`config.mk`:
```
export PLATFORM = sky130hd
export DESIGN_NAME = gpr
export DESIGN_NICKNAME = d
export VERILOG_FILES = /design/src/rtl/gpr.sv
export SDC_FILE = /design/constraint.sdc
export NUM_CORES = 2
export LEC_CHECK = 0
export BUFFER_PORTS_ARGS = -buffer_cell sky130_fd_sc_hd__buf_2
export CAP_MARGIN = 10
export CORE_UTILIZATION = 53
export CTS_CLUSTER_DIAMETER = 40
export DETAILED_ROUTE_END_ITERATION = 16
export PLACE_DENSITY = 0.67
export SYNTH_ARGS = -nofsm -noshare
export SYNTH_HDL_FRONTEND = slang
export SYNTH_SLANG_ARGS = --single-unit
```
`constraint.sdc`:
```
create_clock -name clk -period 4.8 [get_ports clk]
set_clock_uncertainty 0.1 [all_clocks]
set_input_delay 0.24 -clock clk [delete_from_list [all_inputs] [get_ports clk]]
set_output_delay 0.24 -clock clk [all_outputs]
set_load 0.05 [all_outputs]
```
`src/rtl/gpr.sv`:
```
`default_nettype none
// ============================================================================
// Module  : gpr
// Brief   : 32x32 MIPS general-purpose register file, one synchronous write
//           port, two combinational read ports, register 0 hardwired to zero.
//           Optional write-to-read forwarding when GPR_BYPASS_EN is defined.
// Revision: 1.0 - initial release
// ============================================================================
module gpr #(
    parameter int DATA_W = 32,
    parameter int ADDR_W = 5
) (
    input  logic              clk,
    input  logic              reset,
    input  logic              we,
    input  logic [ADDR_W-1:0] waddr,
    input  logic [ADDR_W-1:0] raddr1,
    input  logic [ADDR_W-1:0] raddr2,
    input  logic [DATA_W-1:0] wdata,
    output logic [DATA_W-1:0] rdata1,
    output logic [DATA_W-1:0] rdata2
);

    localparam int c_NREGS = 2 ** ADDR_W;

    logic [DATA_W-1:0] r_regs [c_NREGS];
    logic [ADDR_W-1:0] w_raddr [2];
    logic [DATA_W-1:0] w_rdata [2];

    always_ff @(posedge clk) begin
        if (reset) begin
            for (int i = 0; i < c_NREGS; i++) begin
                r_regs[i] <= '0;
            end
        end else if (we && (waddr != '0)) begin
            r_regs[waddr] <= wdata;
        end
    end

    assign w_raddr[0] = raddr1;
    assign w_raddr[1] = raddr2;

    generate
        for (genvar p = 0; p < 2; p++) begin : g_rdport
            logic [DATA_W-1:0] w_stored;

            assign w_stored = (w_raddr[p] == '0) ? '0 : r_regs[w_raddr[p]];

`ifdef GPR_BYPASS_EN
            // Forward the in-flight write so writeback can feed decode in the same cycle
            logic w_fwd;
            assign w_fwd = we && !reset && (waddr != '0) && (w_raddr[p] == waddr);
            assign w_rdata[p] = w_fwd ? wdata : w_stored;
`else
            assign w_rdata[p] = w_stored;
`endif
        end
    endgenerate

    assign rdata1 = w_rdata[0];
    assign rdata2 = w_rdata[1];

endmodule
`default_nettype wire

```
=== After elaboration in Yosys (flattened, before gate mapping) ===
Memory sizes are Yosys's and may differ from the RTL's.
Cells that the tools add are included.

* Shift-type cells: 0
* Divide/modulo/power cells: 0
* Equal/unequal tests: 0
* Multiply operators: 0
* Bitwise gates (word level): 0
* Reduce and logical (&&, ||, !) cells: 5
* $lt $le $gt $ge: 0
* Muxes and demuxes: 10
* $add $sub $neg: 0

{| class="wikitable"
|+ Operators with widths
! kind !! count
|-
| 32-bit 2-to-1 mux || 3
|-
| 32-bit OR reduction || 1
|-
| 5-bit logical NOT || 2
|-
| 1-bit 2-to-1 mux || 6
|-
| 5-bit 2-to-1 mux || 1
|-
| 5-bit nonzero test || 1
|-
| 1-bit logical AND || 1
|}

* Word-level logic and storage cells: 16
* Bits in latches: 0
* Input bits: 50
* Flip-flop bits (word level): 0
* ROM bits: 0
* Memories kept: 1
* Output and inout bits: 64
* Bits in writable memories: 1024

{| class="wikitable"
|+ Memories
! name !! words !! bits a word !! read ports !! clocked after Yosys merged registers in !! wr ports !! RTL line !! RTL
|-
| r_regs || 32 || 32 || 2 || 0 || 32 || 26 || <nowiki>logic [DATA_W-1:0] r_regs [c_NREGS];</nowiki>
|}

=== Longest topological paths before layout ===
* Word-level depth: 7
* Mapped depth: 9
* Gate-level depth less buffers: 4

=== Worst setup path after synthesis ===
Ideal clock, no wire load.

* Kind: input -> output
* Start point: input raddr2[0]
* End point: output rdata2[30]
* Data required time: 4460 ps
* Stages on the path: 6
* Setup slack: 888 ps
* Path buffers: 3
* Data arrival time: 3572 ps
* Path through: buf_2 > buf_6 > buf_4 > mux4_2 > mux2i_1 > a2111oi_0

* Cells in the longest elaborated chain, start to end: 2
* Elaborated cells on any way between the ends: 3
* Classes of those cells: 1 x mux; 1 x reduce/logical; 1 x memory

{| class="wikitable"
|+ Ends and longest elaborated chain
! element !! RTL line !! RTL
|-
| from (decl) || 18 || <nowiki>input logic [ADDR_W-1:0] raddr2,</nowiki>
|-
| memory 32 x 32 bit or 5-bit logical NOT (tied branches) || - ||
|-
| 32-bit 2-to-1 mux * || 47 || <nowiki>assign w_stored = (w_raddr[p] == '0) ? '0 : r_regs[w_raddr[p]];</nowiki>
|-
| to (decl) || 21 || <nowiki>output logic [DATA_W-1:0] rdata2</nowiki>
|}

Every way passes the cells marked *; elsewhere a longest branch is shown, timed or not.

=== Worst setup path in the final report ===
* Start point: input raddr2[0]
* End point: output rdata2[17]

The elaborated chain is that of the path after synthesis.

==> reports/qor.txt <==
STATUS
------------------------------------------------------------------------------------
Status ................................................................    completed

POWER
------------------------------------------------------------------------------------
Static leakage ........................................................      21.3 nW
Peak ir drop on the vdd network .......................................   0.000448 V
Power density of the placed cells .....................................   398 nW/µm²

TIMING
------------------------------------------------------------------------------------
Highest clock rate ....................................................      261 MHz
Max-slew violations ...................................................            0
Worst slew slack as a fraction of its limit ...........................        19.4%
Fin. Hold Viols .......................................................            0
Worst-Margin Slew .....................................................      1210 ps
Unrepaired setup endpoints after global routing .......................           no
Worst hold slack ......................................................      33.6 ps
Final min period ......................................................      3830 ps
Final setup violation count ...........................................            0
Final worst path period share .........................................        79.8%
Setup Total Neg Slack .................................................         0 ps

CTS
------------------------------------------------------------------------------------
Number of buffers inserted by post-CTS setup repair ...................            0
Maximum root-to-sink buffer count .....................................            3
CTS root buffer ....................................................... sky130_fd_sc_hd__clkbuf_16
Number of H-tree branching levels .....................................            4
Clock sink count ......................................................         1024
Worst-path clk slew ...................................................        50 ps
Number of clock buffers inserted by TritonCTS .........................          146
CTS tree ..............................................................         done
Number of gates given a new drive strength after cts ..................            0
Count of hold-fix buffers inserted at cts .............................            3

PLACE
------------------------------------------------------------------------------------
Placer's final routability congestion estimate ........................        0.912
Count of input and output buffers .....................................          113
Detailed placement HPWL ...............................................    110000 µm

LAYOUT
------------------------------------------------------------------------------------
Fraction of final layout cells with drive strength greater than 1 .....        29.3%
Area growth from synthesis to layout ..................................        12.7%
Most common cell after layout, fill and taps aside .................... sky130_fd_sc_hd__edfxtp_1
Biggest regs .......................................................... r_regs: 1024 flops
Number of flip-flops under the largest register name ..................         1024
Count of nets after finishing .........................................         3601
Final core utilization ................................................        60.7%
Register with the most flip-flops .....................................       r_regs
Commonest non-fill, non-tap cells in the layout ....................... sky130_fd_sc_hd__edfxtp_1, sky130_fd_sc_hd__and2_1, sky130_fd_sc_hd__mux4_2, sky130_fd_sc_hd__mux2i_1, sky130_fd_sc_hd__clkbuf_16

WORST SETUP PATH
------------------------------------------------------------------------------------
Worst-path maximum fanout .............................................           41
Crit path arrival time ................................................      3490 ps
Sort of element at the end of the critical path ....................... primary output
Kind of critical path ................................................. input port to primary output
Kind of launch point of the worst setup path ..........................   input port
Data required time of the critical path ...............................      4460 ps

DETAILED ROUTING
------------------------------------------------------------------------------------
Iteration-0 DRC count of the detailed router ..........................         5195
Post-detailed-route DRC marker count ..................................            0
Number of vias per cell ...............................................         6.95
Count of nets left with antenna violations after detail routing .......            0
Drt pass-1 iters ......................................................            5
Vias ..................................................................        35.0k
Total Wirelength ......................................................    180000 µm
Routed wirelength normalized by instance count ........................      35.7 µm

SYNTHESIS
------------------------------------------------------------------------------------
Post-synthesis average cell area ......................................     15.5 µm²
EDFF count, synth .....................................................         1024
Ys Warns ..............................................................            0
Share of synthesized area occupied by flip-flops and latches ..........        56.7%
Flops & latches, synth ................................................         1024
Netlist Area Pre-Place ................................................    54300 µm²
Synthesized netlist cell count ........................................         3502
Ys flop type .......................................................... sky130_fd_sc_hd__edfxtp_1
Share of flip-flops with an asynchronous set or reset after synthesis .           0%
Number of different library cells in the post-synthesis netlist .......           42

WORST HOLD PATH
------------------------------------------------------------------------------------
Hold Path Cell Cnt ....................................................            2
Worst Hold Path EP .................................................... r_regs[14][5]
Hold/Removal Path Class ............................................... input port to register
Start point of the worst min-delay path ...............................     wdata[5]

FLOW RUN
------------------------------------------------------------------------------------
MaxCap Viol Count .....................................................            0

GLOBAL ROUTING
------------------------------------------------------------------------------------
Via count of the first global-routing pass ............................        35.3k
All-layer global routing usage ........................................        35.0%
Antenna violations before repair ......................................           14
Total overflow reported by the global router ..........................            0
Pin count of the biggest net entering global routing ..................           69
Wire length of the first global-routing pass ..........................    254000 µm

FLOORPLANNING
------------------------------------------------------------------------------------
Starting utilization of the core area .................................        53.9%
Overall die width .....................................................       322 µm
Die Outline Area ......................................................   104000 µm²
Number of rows created at floorplan ...................................          116
Height of the chip ....................................................       322 µm
# IOs .................................................................          114
Core area .............................................................   101000 µm²

[layout make-up]
class                   instances  area (µm²)
clock inverters               108        1130
fillers                      7439       39600
multi-input cells            2120       21900
repair buffers                257        1860
well taps                    1357        1700
flip-flops and latches       1024       30700
diodes                          3        7.51
clock buffers                 159        3770
inverters                       2        7.51
[worst max-delay path by stage]
stage | startpoint | to | slack [ps]
3_3_place_gp | raddr2[0] | rdata2[4] | 1140
5_1_grt | raddr2[0] | rdata2[17] | 980
6_report | raddr2[0] | rdata2[17] | 970
4_1_cts | raddr2[0] | rdata2[17] | 1090
2_1_floorplan | raddr2[0] | rdata2[30] | 890
3_5_place_dp | raddr2[0] | rdata2[17] | 1100
[layer usage]
metal | vias up | GRT usage, % | share of wire [%]
li1 | 13700 | - | -
met1 | 17900 | 46.6 | 36
met2 | 2757 | 52.9 | 46
met3 | 547 | 8.49 | 12
met4 | 12 | 19.5 | 6.0
met5 | - | 0 | 0.050
[synth_stat cells, types with 11 or more instances]
master | n | area, µm²
sky130_fd_sc_hd__nor2b_1 | 14 | 87.6
sky130_fd_sc_hd__edfxtp_1 | 1024 | 30700
sky130_fd_sc_hd__buf_6 | 21 | 236
sky130_fd_sc_hd__buf_4 | 38 | 285
sky130_fd_sc_hd__mux2i_1 | 150 | 1500
sky130_fd_sc_hd__or2_2 | 33 | 206
sky130_fd_sc_hd__nor3_1 | 54 | 270
sky130_fd_sc_hd__a2111oi_1 | 41 | 410
sky130_fd_sc_hd__buf_2 | 46 | 230
sky130_fd_sc_hd__a21oi_1 | 12 | 60.1
sky130_fd_sc_hd__buf_1 | 11 | 41.3
sky130_fd_sc_hd__a22o_1 | 51 | 447
sky130_fd_sc_hd__a22oi_1 | 16 | 120
sky130_fd_sc_hd__o22ai_1 | 103 | 644
sky130_fd_sc_hd__mux4_2 | 472 | 10600
sky130_fd_sc_hd__a2111oi_0 | 14 | 123
sky130_fd_sc_hd__nor2_1 | 36 | 135
sky130_fd_sc_hd__clkbuf_1 | 271 | 1020
sky130_fd_sc_hd__and2_1 | 995 | 6220
sky130_fd_sc_hd__mux2_2 | 30 | 338
[metrics by stage]
step	cells	total power, mW	setup WS, ps	area (µm²)
6_report	5030	24.3	969	61100
5_1_grt	5028	24.8	975	61100
4_1_cts	5027	24.3	1090	61100
3_5_place_dp	4757	13.6	1100	56200
3_3_place_gp	4757	13.5	1140	56200
2_1_floorplan	3533	12.5	888	54400
[cell families (layout without fill, tap and decap cells)]
group	Yosys count	count (layout)	synth area share (%)
and+or+nand+nor	1177	1177	13.3
other	1	35	0.00691
muxes	652	652	23.0
buffers and inverters	389	526	3.35
DFF	1024	1024	56.7
AOI/OAI and AO/OA	259	259	3.65
[critical path, cell delays in order]
cell and delay, ps:
sky130_fd_sc_hd__buf_8 450, sky130_fd_sc_hd__buf_4 540, sky130_fd_sc_hd__mux4_2 560, sky130_fd_sc_hd__a22o_1 240
sky130_fd_sc_hd__a2111oi_1 730, sky130_fd_sc_hd__nor3_1 330, sky130_fd_sc_hd__buf_2 310
[power breakdown]
part           leakage, nW  internal [mW]  total, mW  switching [mW]
Sequential            9.75           10.3       10.6           0.287
Clock                 2.35           6.56       10.8            4.28
Combinational         9.16           1.07       2.86            1.79
Total                 21.3           18.0       24.3            6.35
Note: power is estimated with default switching activity, not from simulation.
